$ cat src/rtl/alu_cmd_sequencer.sv
// Command sequencer driving the ALU operand/result interface: one command in, one response out.
// Optional irq event counter built only when ALU_SEQ_IRQ_CNT_EN is defined.
module alu_cmd_sequencer #(
    parameter int HOLD_CYCLES = 2
`ifdef ALU_SEQ_IRQ_CNT_EN
    , parameter int CNT_W = 8
`endif
) (
    input  logic             alu_clk,
    input  logic             rst_n,
    input  logic             cmd_valid,
    output logic             cmd_ready,
    input  logic             cmd_sel,
    input  logic [1:0]       cmd_op,
    input  logic [7:0]       cmd_a,
    input  logic [7:0]       cmd_b,
    input  logic             cmd_clr,
    output logic             alu_enable,
    output logic             alu_enable_a,
    output logic             alu_enable_b,
    output logic [1:0]       alu_op_a,
    output logic [1:0]       alu_op_b,
    output logic [7:0]       alu_in_a,
    output logic [7:0]       alu_in_b,
    output logic             alu_irq_clr,
    input  logic [7:0]       alu_out,
    input  logic             alu_irq,
    output logic             rsp_valid,
    input  logic             rsp_ready,
    output logic [7:0]       rsp_data,
    output logic             rsp_irq,
`ifdef ALU_SEQ_IRQ_CNT_EN
    input  logic             irq_cnt_clr,
    output logic [CNT_W-1:0] irq_count,
`endif
    output logic             busy
);

    localparam int CW = (HOLD_CYCLES > 2) ? $clog2(HOLD_CYCLES) : 1;

    typedef enum logic [1:0] {IDLE, EXEC, CAPT, RESP} state_t;

    state_t        state, state_nxt;
    logic [CW-1:0] hold_cnt;
    logic          sel_q, clr_q;
    logic [1:0]    op_q;
    logic [7:0]    a_q, b_q;
    logic          accept;

    assign accept = cmd_valid && cmd_ready;

    // NOTE: sequential state uses <= so every register samples pre-edge values.
    always_ff @(posedge alu_clk or negedge rst_n) begin
        if (!rst_n) state <= IDLE;
        else        state <= state_nxt;
    end

    // NOTE: every output gets a default first, so no path can infer a latch.
    always_comb begin
        state_nxt    = state;
        cmd_ready    = 1'b0;
        alu_enable   = 1'b0;
        alu_enable_a = 1'b0;
        alu_enable_b = 1'b0;
        alu_irq_clr  = 1'b0;
        rsp_valid    = 1'b0;
        busy         = 1'b1;
        case (state)
            IDLE: begin
                busy      = 1'b0;
                cmd_ready = rst_n;
                if (cmd_valid && rst_n) state_nxt = EXEC;
            end
            EXEC: begin
                alu_enable   = 1'b1;
                alu_enable_a = ~sel_q;
                alu_enable_b = sel_q;
                alu_irq_clr  = clr_q;
                if (hold_cnt == '0) state_nxt = CAPT;
            end
            CAPT: state_nxt = RESP;
            RESP: begin
                rsp_valid = 1'b1;
                if (rsp_ready) state_nxt = IDLE;
            end
            default: state_nxt = IDLE;
        endcase
    end

    always_ff @(posedge alu_clk or negedge rst_n) begin
        if (!rst_n)
            hold_cnt <= '0;
        else if (accept)
            hold_cnt <= CW'(HOLD_CYCLES - 1);
        else if (state == EXEC && hold_cnt != '0)
            hold_cnt <= hold_cnt - CW'(1);
    end

    // NOTE: command and response registers are plain flops, reset so all outputs start at 0.
    always_ff @(posedge alu_clk or negedge rst_n) begin
        if (!rst_n) begin
            sel_q    <= 1'b0;
            op_q     <= '0;
            a_q      <= '0;
            b_q      <= '0;
            clr_q    <= 1'b0;
            rsp_data <= '0;
            rsp_irq  <= 1'b0;
        end else begin
            if (accept) begin
                sel_q <= cmd_sel;
                op_q  <= cmd_op;
                a_q   <= cmd_a;
                b_q   <= cmd_b;
                clr_q <= cmd_clr;
            end
            if (state == CAPT) begin
                rsp_data <= alu_out;
                rsp_irq  <= alu_irq;
            end
        end
    end

    // Operand and op buses hold the last command after EXEC ends.
    assign alu_in_a = a_q;
    assign alu_in_b = b_q;
    assign alu_op_a = sel_q ? 2'b00 : op_q;
    assign alu_op_b = sel_q ? op_q : 2'b00;

`ifdef ALU_SEQ_IRQ_CNT_EN
    always_ff @(posedge alu_clk or negedge rst_n) begin
        if (!rst_n)
            irq_count <= '0;
        else if (irq_cnt_clr)
            irq_count <= '0;
        else if (state == CAPT && alu_irq && irq_count != '1)
            irq_count <= irq_count + CNT_W'(1);
    end
`endif

endmodule

$ cat config.mk
export PLATFORM = sky130hd
export DESIGN_NAME = alu_cmd_sequencer
export DESIGN_NICKNAME = d
export VERILOG_FILES = /design/src/rtl/alu_cmd_sequencer.sv
export SDC_FILE = /design/constraint.sdc
export NUM_CORES = 1
export LEC_CHECK = 0
export CORE_ASPECT_RATIO = 1.75
export CORE_MARGIN = 2
export CORE_UTILIZATION = 40
export CTS_CLUSTER_SIZE = 14
export DETAILED_ROUTE_END_ITERATION = 10
export PLACE_DENSITY = 0.79
export SLEW_MARGIN = 40
export SYNTH_ARGS = -nofsm -noshare
export SYNTH_HDL_FRONTEND = slang
export SYNTH_SLANG_ARGS = --single-unit
$ cat constraint.sdc
create_clock -name alu_clk -period 1.85 [get_ports alu_clk]
set_input_delay 0.37 -clock alu_clk [delete_from_list [all_inputs] [get_ports alu_clk]]
set_output_delay 0.37 -clock alu_clk [all_outputs]
set_load 0.005 [all_outputs]
==> results of run 1 <==
-- worst reg2reg max path, cell delays in order, from the launching register on --
cell and delay [ns]:
dfrtp_2 0.44, buf_4 0.15, ha_1 0.22, a222oi_1 0.39, mux2_1 0.36
-- power by group --
part           switching [W]  internal, W
combinational       0.000564      0.00136
clock               0.000259     0.000398
sequential          0.000226      0.00107
total                0.00105      0.00282
-- sequential cells by signal, summed over array words and instances, names as in the netlist --
signal and count:
alu_in_b 8, op_q 2, hold_cnt 1, alu_in_a 8
state 2, rsp_irq 1, clr_q 1, sel_q 1
rsp_data 8
-- worst max-delay path by stage --
| stage | from | endpoint | slack, ns | cells after the start |
|---|---|---|---|---|
| finish | state[1] | alu_enable_a | 0.09 | 5 |
| global route | state[1] | alu_enable_a | 0.002 | 5 |
| CTS | state[0] | alu_enable_a | 0.03 | 4 |
| detailed placement | rst_n | cmd_ready | -0.07 | 3 |
| global placement | rst_n | cmd_ready | -0.08 | 3 |
| floorplan | state[0] | state[1] | 0.34 | 3 |
-- kinds of logic after synthesis --
| family | Yosys count |
|---|---|
| buf+inv | 8 |
| simple gates | 11 |
| mux | 30 |
| compound gates | 4 |
| flops | 32 |
| fa+ha+maj | 4 |
-- timing repair --
action                     4_1_cts  5_1_grt
setup endpoints to repair        6        4
pin swaps                        0        2
resized for setup               12        5
hold endpoints to repair         0        0
setup buffers                    4        0
-- layer usage --
layer | routed length, µm | GRT usage | vias up | share of wire
li1 | - | - | 470 | -
met1 | 1140 | 0.182 | 507 | 0.34
met2 | 1960 | 0.356 | 32 | 0.59
met3 | 135 | 0.0432 | 7 | 0.041
met4 | 78 | 0.0971 | 0 | 0.024
met5 | 0 | 0 | - | 0
-- metrics by stage --
step	utilization	TNS (ns)	setup WS (ns)	instances	power [W]
after floorplan	-	0	0.338	89	0.00209
after global placement	0.657	-0.0791	-0.0791	208	0.00309
after detailed placement	0.657	-0.117	-0.0701	208	0.00315
after CTS	0.705	0	0.0303	220	0.00391
after global routing	0.705	0	0.00234	219	0.00413
final	0.705	0	0.0881	219	0.00387
-- cell type report --
| type | instances | area share |
|---|---|---|
| clock buffer | 5 | 0.0290 |
| clock inverter | 3 | 0.0179 |
| inverter | 5 | 0.00791 |
| multi-input combinational | 49 | 0.247 |
| sequential | 32 | 0.338 |
| tap | 45 | 0.0237 |
| timing repair buffer | 80 | 0.336 |
-- Yosys cell counts --
cell       number
a22oi_1         1
mux2_1          1
nand2_1         1
nor2b_1         3
ha_1            4
a2bb2oi_1       1
buf_2           1
and2_4          1
mux2_4         19
dfrtp_1        32
and2_1          4
o21ai_0         1
buf_6           2
nor2_1          1
inv_1           5
a222oi_1        1
mux2_2         10
nand2_4         1
==> results.sh, run 1 <==
export IMPL_yosysTopAreaCell="dfrtp_1"
export IMPL_drive_gt1_frac=0.322
export IMPL_fillers=242
export IMPL_grt_overflow=0
export IMPL_cts_buffers=5
export IMPL_cp_top_family="buffers and inverters"
export IMPL_dieArea_um2=4030
export IMPL_path_max_fanout=4
export IMPL_grt_usage=0.185
export IMPL_worstReg2RegEnd="state[1]"
export IMPL_r2r_start="state[0]"
export IMPL_dpl_instance_area_um2=2210
export IMPL_path_buf_inv=3
export IMPL_powerDensity_nw_per_um2=1630
export IMPL_wire_per_inst_um=15.1
export IMPL_final_max_slew_viol_count=0
export IMPL_end_kind="output port"
export IMPL_drc=0
export IMPL_crit_path_top_delay_cell="dfrtp_1"
export IMPL_detail_route_iter0_violations=12
export IMPL_grt_max_degree=23
export IMPL_nNetsFinal=210
export IMPL_hp_class="input pin to async pin"
export IMPL_first_pass_iters=5
export IMPL_relSlewSlack=0.722
export IMPL_synth_area_top_cells="dfrtp_1 (57%), mux2_4 (20%), mux2_2 (8.0%)"
export IMPL_power_leakage_nw=1.11
export IMPL_hpwl_mm=2.53
export IMPL_clock_fmax_ghz=0.568
export IMPL_first_global_vias=1158
export IMPL_cts_root_buf="clkbuf_8"
export IMPL_status="complete, no violations"
export IMPL_syn_nets=126
export IMPL_fp_coreArea_um2=3360
export IMPL_synthXorXnorAreaFrac=0
export IMPL_tightest_slew_ns=0.418
export IMPL_row_count=28
export IMPL_insertion_delay_ns=0.28
export IMPL_cp_start_kind="register"
export IMPL_ys_seq_area_frac=0.568
export IMPL_final_setup_skew_ns=0.00701
export IMPL_clockBufferDepth=2
export IMPL_cts_sinks=32
export IMPL_finalWirelength_mm=3.31
export IMPL_grt_pass1_wl_mm=5.41
export IMPL_cts_tree="built"
export IMPL_arrival_ns=1.39
export IMPL_cts_htree_levels=2
export IMPL_seqCellArea_um2=802
export IMPL_synth_compound_area_share=0.0222
export IMPL_synthesis_area_um2=1410
export IMPL_syn_to_final_growth_pct=68.4
export IMPL_synth_fa_ha_area_frac=0.0355
export IMPL_detail_route_antenna_nets=0
export IMPL_critPathMaxStageDelay_ns=0.39
export IMPL_antenna_cells=0
export IMPL_synth_top_area_share=0.568
export IMPL_synth_top_family_by_area="multiplexers"
export IMPL_ir_worst_vdd_mv=1.18
export IMPL_fp_dieH_um=82.5
export IMPL_min_period_ns=1.76
export IMPL_r2r_slack_ns=0.16
export IMPL_yosys_warnings=0
export IMPL_cap_viol_max_count=0
export IMPL_worst_endpoint_required_ns=1.48
export IMPL_yosys_area_share_simple=0.0506
export IMPL_io_pins=69
export IMPL_syn_inst=89
export IMPL_drt_vias_per_instance=4.64
export IMPL_final_setup_viol_count=0
export IMPL_finalHoldViolCount=0
export IMPL_avgSynthCellArea_um2=15.8
export IMPL_layout_worst_path_cycle_share=0.952
export IMPL_synthDistinctLibCells=18
export IMPL_finish_instance_area_um2=2370
export IMPL_final_cell_mix="clkdlybuf4s50_1 (61), dfrtp_1 (31), mux2_4 (19)"
export IMPL_antenna_found_initial=0
export IMPL_rsz0062_at_grt="false"
export IMPL_start_util=0.419
export IMPL_multi_input_area_um2=587
export IMPL_synth_seq_cells=32
export IMPL_crit_chain="inv_2, ha_4, buf_6, nor2b_1, clkdlybuf4s15_1"
export IMPL_clk_pin_slew_worst_paths_ns=0.07
export IMPL_whs_ns=0.456
export IMPL_postCtsHoldBufs=0
export IMPL_gp_congestion=0.804
export IMPL_portBuffers=68
export IMPL_worst_setup_path_type="register to output port"
export IMPL_layout_commonest_cell="clkdlybuf4s50_1"
export IMPL_synth_area_mux_share=0.290
export IMPL_reg2regPathDepth=4
export IMPL_fp_dieW_um=48.9
export IMPL_vias=1016
(Power assumes the default switching activity.)
==> inputs of run 2 (changes only) <==
--- a/config.mk
+++ b/config.mk
@@ -5,7 +5,7 @@
 export SDC_FILE = /design/constraint.sdc
 export NUM_CORES = 1
 export LEC_CHECK = 0
-export CORE_ASPECT_RATIO = 1.75
+export CORE_ASPECT_RATIO = 1.2
 export CORE_MARGIN = 2
 export CORE_UTILIZATION = 40
 export CTS_CLUSTER_SIZE = 14
==> results.sh, run 2 (synthesized netlist as in run 1, its figures left out) <==
export IMPL_postCtsHoldBufs=0
export IMPL_crit_path_top_delay_cell="dfrtp_2"
export IMPL_drt_vias_per_instance=4.66
export IMPL_switching_share=0.273
export IMPL_worst_endpoint_required_ns=1.48
export IMPL_relSlewSlack=0.711
export IMPL_detail_route_antenna_nets=0
export IMPL_finalHoldViolCount=0
export IMPL_gp_congestion=0.779
export IMPL_dpl_instance_area_um2=2190
export IMPL_finish_instance_area_um2=2360
export IMPL_final_setup_viol_count=0
export IMPL_insertion_delay_ns=0.28
export IMPL_power_leakage_nw=1.12
export IMPL_cp_start_kind="register"
export IMPL_critPathMaxStageDelay_ns=0.44
export IMPL_crit_chain="ha_4, buf_4, nor2b_1, dlygate4sd2_1"
export IMPL_final_max_slew_viol_count=0
export IMPL_row_count=23
export IMPL_crit_path_start="state[0]"
export IMPL_seqCellArea_um2=802
export IMPL_whs_ns=0.458
export IMPL_io_pins=69
export IMPL_p_sw_w=0.00106
export IMPL_end_kind="output port"
export IMPL_antenna_cells=0
export IMPL_p_clk_frac=0.169
export IMPL_syn_to_final_growth_pct=67.8
export IMPL_hp_class="input pin to async pin"
export IMPL_antenna_found_initial=0
export IMPL_arrival_ns=1.42
export IMPL_detail_route_iter0_violations=20
export IMPL_grt_usage=0.167
export IMPL_cts_tree="built"
export IMPL_finalWirelength_mm=3.17
export IMPL_status="complete, no violations"
export IMPL_first_global_vias=1084
export IMPL_pwr_share_seq=0.336
export IMPL_tightest_slew_ns=0.433
export IMPL_fp_coreArea_um2=3370
export IMPL_first_pass_iters=4
export IMPL_tns_ns=0
export IMPL_clock_fmax_ghz=0.560
export IMPL_wire_per_inst_um=15.0
export IMPL_dieArea_um2=4010
export IMPL_combinationalPowerShare=0.495
export IMPL_fin_util=0.702
export IMPL_path_max_fanout=4
export IMPL_layout_commonest_cell="clkdlybuf4s50_1"
export IMPL_drc=0
export IMPL_ir_worst_vdd_mv=1.07
export IMPL_clk_pin_slew_worst_paths_ns=0.07
export IMPL_grt_max_degree=25
export IMPL_worst_slack_ns=0.0635
export IMPL_clockBufferDepth=2
export IMPL_dp_slack_ns=-0.0511
export IMPL_start_util=0.418
export IMPL_fillers=232
export IMPL_vias=988
export IMPL_cap_viol_max_count=0
export IMPL_cts_htree_levels=2
export IMPL_internal_power_w=0.00282
export IMPL_worst_setup_path_type="register to output port"
export IMPL_cts_sinks=32
export IMPL_grt_pass1_wl_mm=5.21
export IMPL_path_buf_inv=2
export IMPL_portBuffers=68
export IMPL_final_cell_mix="clkdlybuf4s50_1 (61), dfrtp_1 (31), mux2_4 (19)"
export IMPL_rsz0062_at_grt="false"
export IMPL_cts_root_buf="clkbuf_8"
export IMPL_grt_overflow=0
export IMPL_powerDensity_nw_per_um2=1640
export IMPL_fp_dieW_um=58.2
export IMPL_fp_dieH_um=69.0
export IMPL_multi_input_area_um2=587
export IMPL_layout_worst_path_cycle_share=0.966
export IMPL_min_period_ns=1.79
export IMPL_cts_buffers=5
export IMPL_hpwl_mm=2.47
export IMPL_drive_gt1_frac=0.326
export IMPL_nNetsFinal=211
export IMPL_r2r_start="state[1]"
export IMPL_cp_top_family="flip-flops"
export IMPL_final_setup_skew_ns=0.00341
[run 2: changes by cell type in the layout (fill, tap and decap cells not counted)]
cell             change
buf_4                +2
clkdlybuf4s15_1      -2
buf_6                -1
dlygate4sd2_1        +2
[run 2: path summary, 6_finish.rpt]
check / endpoint / slack [ns] / cells past startpoint
setup / recovery: alu_enable_a / 0.06 / 4
hold / removal: alu_in_a[5] / 0.46 / 2
setup reg to reg: alu_in_b[5] / 0.16 / 8
hold reg to reg: rsp_data[4] / 0.51 / 1
max in group asynchronous: state[0] / 0.97 / 3
min in group alu_clk: rsp_data[4] / 0.51 / 1
[run 2: what timing repair did]
item | CTS | global route
resized for setup | 13 | 1
endpoints found under the setup margin | 7 | 2
pin swaps | 2 | 0
buffers inserted | 4 | 1
hold endpoints to repair | 0 | 0
[run 2: per-layer routing]
layer,part of all wire,global-route usage,vias to the layer above
met3,0.068,0.0469,0
met1,0.40,0.210,476
met2,0.53,0.282,42
met5,0,0,-
met4,0,0.0362,0
li1,-,-,470
[run 2: final cells by class]
class | instances | share of cell area
flip-flops and latches | 32 | 0.339
repair buffers | 81 | 0.338
multi-input cells | 49 | 0.248
clock buffers | 5 | 0.0291
well taps | 37 | 0.0196
clock inverters | 3 | 0.0180
inverters | 5 | 0.00794
[run 2: through the flow]
step / std cells / total power [W]
4_1_cts: 211 / 0.00389
2_1_floorplan: 89 / 0.00209
5_1_grt: 212 / 0.00409
3_5_place_dp: 199 / 0.00314
3_3_place_gp: 199 / 0.00306
6_report: 212 / 0.00387
[run 2: power groups by stage]
stage	clock network [W]	logic [W]	registers, W
detailed placement	0	0.00185	0.00129
CTS	0.000668	0.00192	0.00130
floorplan	0	0.000805	0.00129
finish	0.000656	0.00192	0.00130
global route	0.000697	0.00204	0.00135
global placement	0	0.00179	0.00127
